File: src/rtl/fix_ascii_serializer.sv
// fix_ascii_serializer
// Serialises one decoded fixed-point number as "[-]int.ffff[CR LF]" over a
// valid/ready byte interface. Leading integer zeros are skipped by starting
// the digit counter at the first significant digit, so suppression costs no
// cycles. Each state owns the byte currently presented on o_char.

module fix_ascii_serializer #(
    parameter int INT_DIGITS  = 3,
    parameter bit APPEND_CRLF = 1'b1
) (
    input  logic                    i_clk,
    input  logic                    i_rst,
    input  logic                    i_valid,
    output logic                    o_ready,
    input  logic                    i_sign,
    input  logic [8*INT_DIGITS-1:0] i_int_ascii,
    input  logic [31:0]             i_frac_ascii,
    output logic [7:0]              o_char,
    output logic                    o_char_valid,
    input  logic                    i_char_ready,
    output logic                    o_busy,
    output logic                    o_done
);

    localparam logic [7:0] ASCII_ZERO  = 8'h30;
    localparam logic [7:0] ASCII_MINUS = 8'h2D;
    localparam logic [7:0] ASCII_POINT = 8'h2E;
    localparam logic [7:0] ASCII_CR    = 8'h0D;
    localparam logic [7:0] ASCII_LF    = 8'h0A;

    typedef enum logic [2:0] {
        ST_IDLE,
        ST_SIGN,
        ST_INT,
        ST_POINT,
        ST_FRAC,
        ST_CR,
        ST_LF
    } state_t;

    state_t                  state;
    logic [8*INT_DIGITS-1:0] int_q;
    logic [31:0]             frac_q;
    logic [3:0]              idx;
    logic [3:0]              start_idx;
    logic                    xfer;

    assign xfer = o_char_valid && i_char_ready;

    // Integer byte 0 is the least significant digit.
    function automatic logic [7:0] int_byte(input logic [8*INT_DIGITS-1:0] digits,
                                            input logic [3:0]              sel);
        return digits[8*int'(sel) +: 8];
    endfunction

    // Fraction byte 3 is the tenths digit, byte 0 the ten-thousandths digit.
    function automatic logic [7:0] frac_byte(input logic [31:0] frac,
                                             input logic [1:0]  sel);
        return frac[8*int'(sel) +: 8];
    endfunction

    // Locate the most significant non-'0' integer digit; all zeros leaves digit 0.
    always_comb begin
        // NOTE: default assignment first so every path drives start_idx and no latch is inferred.
        start_idx = 4'd0;
        for (int i = 0; i < INT_DIGITS; i++) begin
            if (i_int_ascii[8*i +: 8] != ASCII_ZERO) begin
                start_idx = 4'(i);
            end
        end
    end

    // Payload registers, loaded on capture only.
    always_ff @(posedge i_clk) begin
        // NOTE: payload storage carries no reset; it is always rewritten before being read.
        if (o_ready && i_valid) begin
            int_q  <= i_int_ascii;
            frac_q <= i_frac_ascii;
        end
    end

    // Message sequencer: state, digit counter and all registered outputs.
    always_ff @(posedge i_clk) begin
        // NOTE: non-blocking assignments so every register samples pre-edge values.
        o_done <= 1'b0;
        if (i_rst) begin
            state        <= ST_IDLE;
            idx          <= 4'd0;
            o_ready      <= 1'b1;
            o_char       <= 8'h00;
            o_char_valid <= 1'b0;
            o_busy       <= 1'b0;
        end else begin
            case (state)
                ST_IDLE: begin
                    if (i_valid) begin
                        idx          <= start_idx;
                        o_ready      <= 1'b0;
                        o_char_valid <= 1'b1;
                        o_busy       <= 1'b1;
                        if (i_sign) begin
                            state  <= ST_SIGN;
                            o_char <= ASCII_MINUS;
                        end else begin
                            state  <= ST_INT;
                            o_char <= int_byte(i_int_ascii, start_idx);
                        end
                    end
                end
                ST_SIGN: begin
                    if (xfer) begin
                        state  <= ST_INT;
                        o_char <= int_byte(int_q, idx);
                    end
                end
                ST_INT: begin
                    if (xfer) begin
                        if (idx == 4'd0) begin
                            state  <= ST_POINT;
                            o_char <= ASCII_POINT;
                        end else begin
                            idx    <= idx - 4'd1;
                            o_char <= int_byte(int_q, idx - 4'd1);
                        end
                    end
                end
                ST_POINT: begin
                    if (xfer) begin
                        state  <= ST_FRAC;
                        idx    <= 4'd3;
                        o_char <= frac_byte(frac_q, 2'd3);
                    end
                end
                ST_FRAC: begin
                    if (xfer) begin
                        if (idx == 4'd0) begin
                            if (APPEND_CRLF) begin
                                state  <= ST_CR;
                                o_char <= ASCII_CR;
                            end else begin
                                state        <= ST_IDLE;
                                o_ready      <= 1'b1;
                                o_char_valid <= 1'b0;
                                o_busy       <= 1'b0;
                                o_done       <= 1'b1;
                            end
                        end else begin
                            idx    <= idx - 4'd1;
                            o_char <= frac_byte(frac_q, idx[1:0] - 2'd1);
                        end
                    end
                end
                ST_CR: begin
                    if (xfer) begin
                        state  <= ST_LF;
                        o_char <= ASCII_LF;
                    end
                end
                ST_LF: begin
                    if (xfer) begin
                        state        <= ST_IDLE;
                        o_ready      <= 1'b1;
                        o_char_valid <= 1'b0;
                        o_busy       <= 1'b0;
                        o_done       <= 1'b1;
                    end
                end
                default: begin
                    state        <= ST_IDLE;
                    o_ready      <= 1'b1;
                    o_char_valid <= 1'b0;
                    o_busy       <= 1'b0;
                end
            endcase
        end
    end

endmodule

File: config.mk
export PLATFORM = sky130hd
export DESIGN_NAME = fix_ascii_serializer
export DESIGN_NICKNAME = d
export VERILOG_FILES = /design/src/rtl/fix_ascii_serializer.sv
export SDC_FILE = /design/constraint.sdc
export NUM_CORES = 1
export LEC_CHECK = 0
export ABC_CLOCK_PERIOD_IN_PS = 6530
export CAP_MARGIN = 20
export CORE_MARGIN = 2
export CORE_UTILIZATION = 25
export CTS_CLUSTER_DIAMETER = 40
export CTS_CLUSTER_SIZE = 14
export DETAILED_ROUTE_END_ITERATION = 10
export SYNTH_ARGS = -nofsm -noshare
export SYNTH_HDL_FRONTEND = slang
export SYNTH_SLANG_ARGS = --single-unit
File: constraint.sdc
create_clock -name i_clk -period 6.53 [get_ports i_clk]
set_input_delay 0.9795 -clock i_clk [delete_from_list [all_inputs] [get_ports i_clk]]
set_output_delay 0.9795 -clock i_clk [all_outputs]
set_load 0.005 [all_outputs]
# After elaboration in Yosys (flattened, before gate mapping)
# Index checks and enable logic that the tools add are counted.
[word_totals] reg_bits=74 mem_bits_rw=0 latchBits=0 out_inout_bits=12 word_cells=83 rom_bits=0 n_memories=0
[classes] n_reduce_logical=13 n_mul=0 muxes=35 addsub=2 bitwise=2 n_eq_ne=19 div=0 shifts=4 n_lt_le_gt_ge=0
[ops] cell="two-way mux 8 bit" count=9
[ops] cell="variable part select 24 x 8 -> 8 bit" count=3
[ops] cell="one-hot mux 8 bit (6 select lines)" count=1
[ops] cell="variable part select 32 x 6 -> 8 bit" count=1
[ops] cell="two-way mux 3 bit" count=9
[ops] cell="one-hot mux 3 bit (7 select lines)" count=1
[ops] cell="two-way mux 4 bit" count=5
[ops] cell="inequality test 2 bit (second input constant)" count=10
[ops] cell="inequality test 8 x 6 -> 1 bit (second input constant)" count=2
[ops] cell="one-hot mux 4 bit (3 select lines)" count=1
[ops] cell="== test 3 bit (second input constant)" count=3
[ops] cell="AND reduction 9 bit" count=1
[ops] cell="AND reduction 7 bit" count=1
[ops] cell="== test 3 x 2 -> 1 bit (second input constant)" count=2
[ops] cell="two-way mux 1 bit" count=6
[ops] cell="one-hot mux 1 bit (3 select lines)" count=2
[ops] cell="nonzero test 6 bit" count=1
[ops] cell="AND reduction 5 bit" count=1
[ops] cell="OR reduction 5 bit" count=1
[ops] cell="logical NOT 4 bit" count=1
[ops] cell="OR reduction 2 bit" count=2
[ops] cell="subtractor 4 x 1 -> 4 bit (second input constant)" count=1
[ops] cell="== test 3 x 1 -> 1 bit (second input constant)" count=1
[ops] cell="logical NOT 3 bit" count=1
[ops] cell="other kinds (7)" count=9

# Logic depth before layout (Yosys ltp)
[logic_depth] depth_word=7 mapped_depth=10 ltp_nobuf=7

# Least setup slack after synthesis
# Ideal clock, no wire load.
[synth_timing] path_kind="input to register" start="in i_valid" end="reg frac_q[0] (enable)" required_ps=6111 t_arrival_ps=2306 cell_stages=1 path_slack_ps=3805 cell_sequence="and2_1"
[synth_between] elab_chain_cells=1
[synth_lines] element="start: declaration" line_no="13" text="input logic i_valid,"
[synth_lines] element="logical AND 1 bit" line_no="76" text="if (o_ready && i_valid) begin"
[synth_lines] element="end signal: assignment" line_no="78" text="frac_q <= i_frac_ascii;"
[synth_lines] element="end: declaration" line_no="43" text="logic [31:0] frac_q;"
# No other way between the ends.
# A chain may end at the register's enable or synchronous reset.

# Final worst setup path
[layout_timing] start="reg idx[1]" end="reg o_char[2]"
[layout_between] elab_chain_cells=5
[layout_lines] element="start: declaration" line_no="44" text="logic [3:0] idx;"
[layout_lines] element="start signal: assignment" line_no="97" text="idx <= start_idx;"
[layout_lines] element="start signal: assignment" line_no="122" text="idx <= idx - 4'd1;"
[layout_lines] element="start signal: assignment" line_no="148" text="idx <= idx - 4'd1;"
[layout_lines] element="subtractor 4 x 1 -> 4 bit or subtractor 2 x 1 -> 2 bit (tied branches)" line_no="123, 149"
[layout_lines] element="variable part select 24 x 8 -> 8 bit or variable part select 32 x 6 -> 8 bit (tied branches)" line_no="53, 59"
[layout_lines] element="two-way mux 8 bit, on equally long branches" line_no="118, 136"
[layout_lines] element="two-way mux 8 bit, on equally long branches" line_no="117, 135"
[layout_lines] element="one-hot mux 8 bit (6 select lines) (*)" line_no="94" text="case (state)"
[layout_lines] element="end signal: assignment" line_no="106" text="o_char <= int_byte(i_int_ascii, start_idx);"
[layout_lines] element="end signal: assignment" line_no="113" text="o_char <= int_byte(int_q, idx);"
[layout_lines] element="end signal: assignment" line_no="123" text="o_char <= int_byte(int_q, idx - 4'd1);"
[layout_lines] element="end: declaration" line_no="18" text="output logic [7:0] o_char,"
# Mark *: on every way between the ends. The rest lies on a longest branch, timed or not. The select of a mux whose other input is x is not followed.

==> results.txt <==
The flow ran to the end, and the final reports show no timing, DRC or antenna violations. Tracing the worst setup path back leads to its startpoint at idx[1]$_SDFFE_PP0P_. The post-layout minimum cycle time is 3.44 ns. between 70 and 80 I/O pins were placed. Counting every instance in the synthesized netlist gives 328. After layout, the worst path uses 52.7% of the clock period.

Data on the critical path arrives at its endpoint at 3.69 ns. The core box area came out at 0.0146 mm2. The total of hold buffers inserted after clock tree synthesis came out at 0.

When the netlist entered floorplanning its net count stood at 390. For this run, global-route usage on met3 was measured as 2.95%. The number of standard-cell rows in the floorplan is 44. The number of remaining DRC errors is 0.

The tightest slew margin relative to the limit is about a third. The total inserted antenna cells is 0. The worst register-to-register path begins at idx[1]$_SDFFE_PP0P_. The total grt overflow is 0. Counting instances in the post-synthesis netlist gives the leading cell types as sky130_fd_sc_hd__edfxtp_1 (56), sky130_fd_sc_hd__nor2_1 (35), sky130_fd_sc_hd__a21oi_1 (25). The number of endpoints failing setup at the final stage is 0. Counting the buffers created by CTS gives 9.

In this run the worst hold path is classified as flop to flop. In the global route stage, met2 resource usage came out at about a quarter. The leakage component of the power came out at ~1.6 nW. The mapped netlist covers 0.00378 mm2. The area growth from synthesis to layout is 31.9%. STA classifies the critical path startpoint as a flop. The maximum clock path buffer count is 2.

After detailed routing, the number of vias per cell comes to 5.14. For the pin with the worst max-slew slack, the measured transition is 1.01 ns. Of all cell types, the one taking the most synthesized area is sky130_fd_sc_hd__edfxtp_1. The total detailed-routing wirelength came out at about 11,000 um. During placement, the flow inserted port buffers numbering 72.

STA classifies the critical path endpoint as a flop. The die covers 0.0161 mm2. The post-cts gate resize count is 0. The most instantiated library cell after synthesis is sky130_fd_sc_hd__edfxtp_1. The max-cap violation count is 0. The clock transition at the registers of the reported paths came out at around 0.060 ns. Counting distinct cell types in the post-synthesis netlist gives 63. The global routing usage summed across all routing layers came out at 13.5%.

The root buffer cell chosen for the clock tree is sky130_fd_sc_hd__clkbuf_16. The fraction of registers with async set/reset came out at 0%. In the synthesized netlist the dominant register cell turns out to be sky130_fd_sc_hd__edfxtp_1. The worst setup path is of the flop to flop kind.

The count of cells in the finished layout, fillers not included, comes to 581. From bottom edge to top edge, the die measures 127 um. Detailed placement finished with a half-perimeter wire length of 7540 um. The Yosys step of the flow raised 0 warnings.

Measured along the x axis, the die boundary spans 127 um. At the later pin of the worst-skew pair, clock insertion delay measures 0.33 ns. For this configuration, the core starts out at a cell density of 25.8%.

The share of synthesized area occupied by flip-flops and latches is 54.0%. The global-route wire length before repair came out at 16,600 um. The number of antenna violations at the first check in global routing came out at 0. The critical path data required time came out at 6.78 ns. The worst-case clock skew came out at 0.00486 ns. The DRC violation total after the first TritonRoute iteration is 215. The maximum achievable frequency came out at ~0.29 GHz. TritonCTS built the clock tree.

The routed length per placed instance is around 18 um. Setup repair after global routing left no endpoint under its margin. The number of buffers inserted to repair setup after CTS came out at 0.

The worst supply voltage drop on vdd is 112 uV. The final number of hold-violating endpoints came to 0. The number of global-route vias before repair came to between 3,000 and 4,000. The filler cells instantiated in the layout total 1,480. After detailed placement, the design holds a cell count of 564. In this run the most used layer during global routing was met2. Adding up every negative setup slack in the final design gives 0 ns. The number of levels in the clock H-tree came out at 3. In this run the power density over the cells is around 310 mW/mm2. The largest driver fanout on the critical path came out at 19.

The pin count of the biggest net entering global routing is 57. The global-route track usage on met1 came out at 16.5%. The number of enable flip-flop cells after synthesis came out at 56. The top-area cell type share of the netlist area came out at 44.5%. The post-synthesis register bit count is 74. The count of TritonRoute iterations in the first routing pass came out at 5. Yosys attributes the largest share of cell area to sky130_fd_sc_hd__edfxtp_1 (45%), sky130_fd_sc_hd__dfxtp_1 (9.5%), sky130_fd_sc_hd__mux4_2 (4.8%), sky130_fd_sc_hd__mux2i_1 (4.0%), sky130_fd_sc_hd__nor2_1 (3.5%).

In this run the remaining antenna-violating nets after routing total 0. The startpoint of the tightest hold check path is o_char[4]$_SDFFE_PP0P_. The count of final max-slew check failures came out at 0. Cells with a size suffix above 1 make up 10.1% of the layout. Dividing the synthesized area by the synthesized cell count gives about 12 um2. CTS saw 74 sinks. The via count of the routed design is 2,984. The final weighted congestion in routability-driven placement is 0.848. The number of nets at the end of the flow came out at 454.
==> layout by cell type (no fill, tap or decap), types with 3 or more instances in the layout <==
cell type and instances:
sky130_fd_sc_hd__nor2_1 35, sky130_fd_sc_hd__edfxtp_1 56, sky130_fd_sc_hd__nand2b_1 3, sky130_fd_sc_hd__dfxtp_1 18, sky130_fd_sc_hd__o21bai_1 6, sky130_fd_sc_hd__a22oi_1 4
sky130_fd_sc_hd__a32oi_1 3, sky130_fd_sc_hd__clkbuf_16 9, sky130_fd_sc_hd__mux4_2 8, sky130_fd_sc_hd__mux2i_1 15, sky130_fd_sc_hd__inv_1 4, sky130_fd_sc_hd__clkdlybuf4s50_1 72
sky130_fd_sc_hd__a41oi_1 3, sky130_fd_sc_hd__or2_2 4, sky130_fd_sc_hd__a31oi_1 11, sky130_fd_sc_hd__a21oi_1 25, sky130_fd_sc_hd__a211oi_1 4, sky130_fd_sc_hd__o211ai_1 3
sky130_fd_sc_hd__nor3_1 4, sky130_fd_sc_hd__o21ai_0 15, sky130_fd_sc_hd__nand2_1 20, sky130_fd_sc_hd__nor4_2 3, sky130_fd_sc_hd__bufinv_16 3, sky130_fd_sc_hd__nand4b_1 3
sky130_fd_sc_hd__o21ai_1 3, sky130_fd_sc_hd__nor2b_1 8
==> sequential cells by signal (all words and copies together) (netlist names) <==
name     flops
state        3
idx          4
o_busy       1
o_char       8
o_ready      1
frac_q      32
int_q       24
o_done       1
==> worst max-delay path, cell delays in order (launching register included) <==
cell and delay [ns]:
sky130_fd_sc_hd__dfxtp_1 0.84, sky130_fd_sc_hd__inv_1 0.14, sky130_fd_sc_hd__ha_1 1.00, sky130_fd_sc_hd__nor2b_1 0.65
sky130_fd_sc_hd__a21oi_1 0.16, sky130_fd_sc_hd__or2_2 0.31, sky130_fd_sc_hd__a311oi_2 0.25
==> final cells by class <==
class	count	area (um2)	area share, %
clock inverters	5	100	2.01
inverters	5	18.8	0.377
multi-input cells	227	1600	32.1
well taps	184	230	4.62
repair buffers	75	741	14.9
flip-flops and latches	74	2040	41.0
clock buffers	11	253	5.07
==> stage by stage <==
step	worst slack, ns	power (W)	hold slack (ns)	util, %	cell area (um2)
after floorplan	3.81	0.000819	0.494	-	3780
after global placement	3.11	0.000954	0.525	31.6	4630
after detailed placement	3.07	0.000958	0.528	31.6	4630
after CTS	3.05	0.00154	0.536	34.0	4980
after global routing	2.94	0.00159	0.571	34.0	4980
final	3.09	0.00153	0.531	34.0	4980
==> per-layer routing <==
metal	wire [um]	up-vias
met5	0	-
met4	118	0
met3	575	12
met2	5400	101
met1	4520	1466
li1	-	1405
==> cell families after synthesis <==
group / after synthesis / synth area share [%]
AO/OA/AOI/OAI: 104 / 18.8
AND/OR/NAND/NOR: 97 / 13.8
flip-flops: 74 / 54.0
buffers and inverters: 27 / 3.68
multiplexers: 24 / 9.04
XOR/XNOR: 1 / 0.232
adder cells (fa/ha/maj): 1 / 0.331
==> worst paths after layout <==
check	end	slack, ns	cells after the start
hold reg to reg	o_char[4]$_SDFFE_PP0P_	0.53	2
setup / recovery	o_char[2]$_SDFFE_PP0P_	3.09	6
setup reg to reg	o_char[2]$_SDFFE_PP0P_	3.09	6
hold / removal	o_char[4]$_SDFFE_PP0P_	0.53	2
==> power by group <==
group          internal, W  total (W)  leakage (nW)  switching, W
registers         0.000560   0.000610         0.681     0.0000493
clock network     0.000393   0.000581         0.176      0.000188
logic             0.000160   0.000338         0.766      0.000178
total              0.00111    0.00153          1.62      0.000415
No activity file was read; power rests on OpenSTA's default activity.
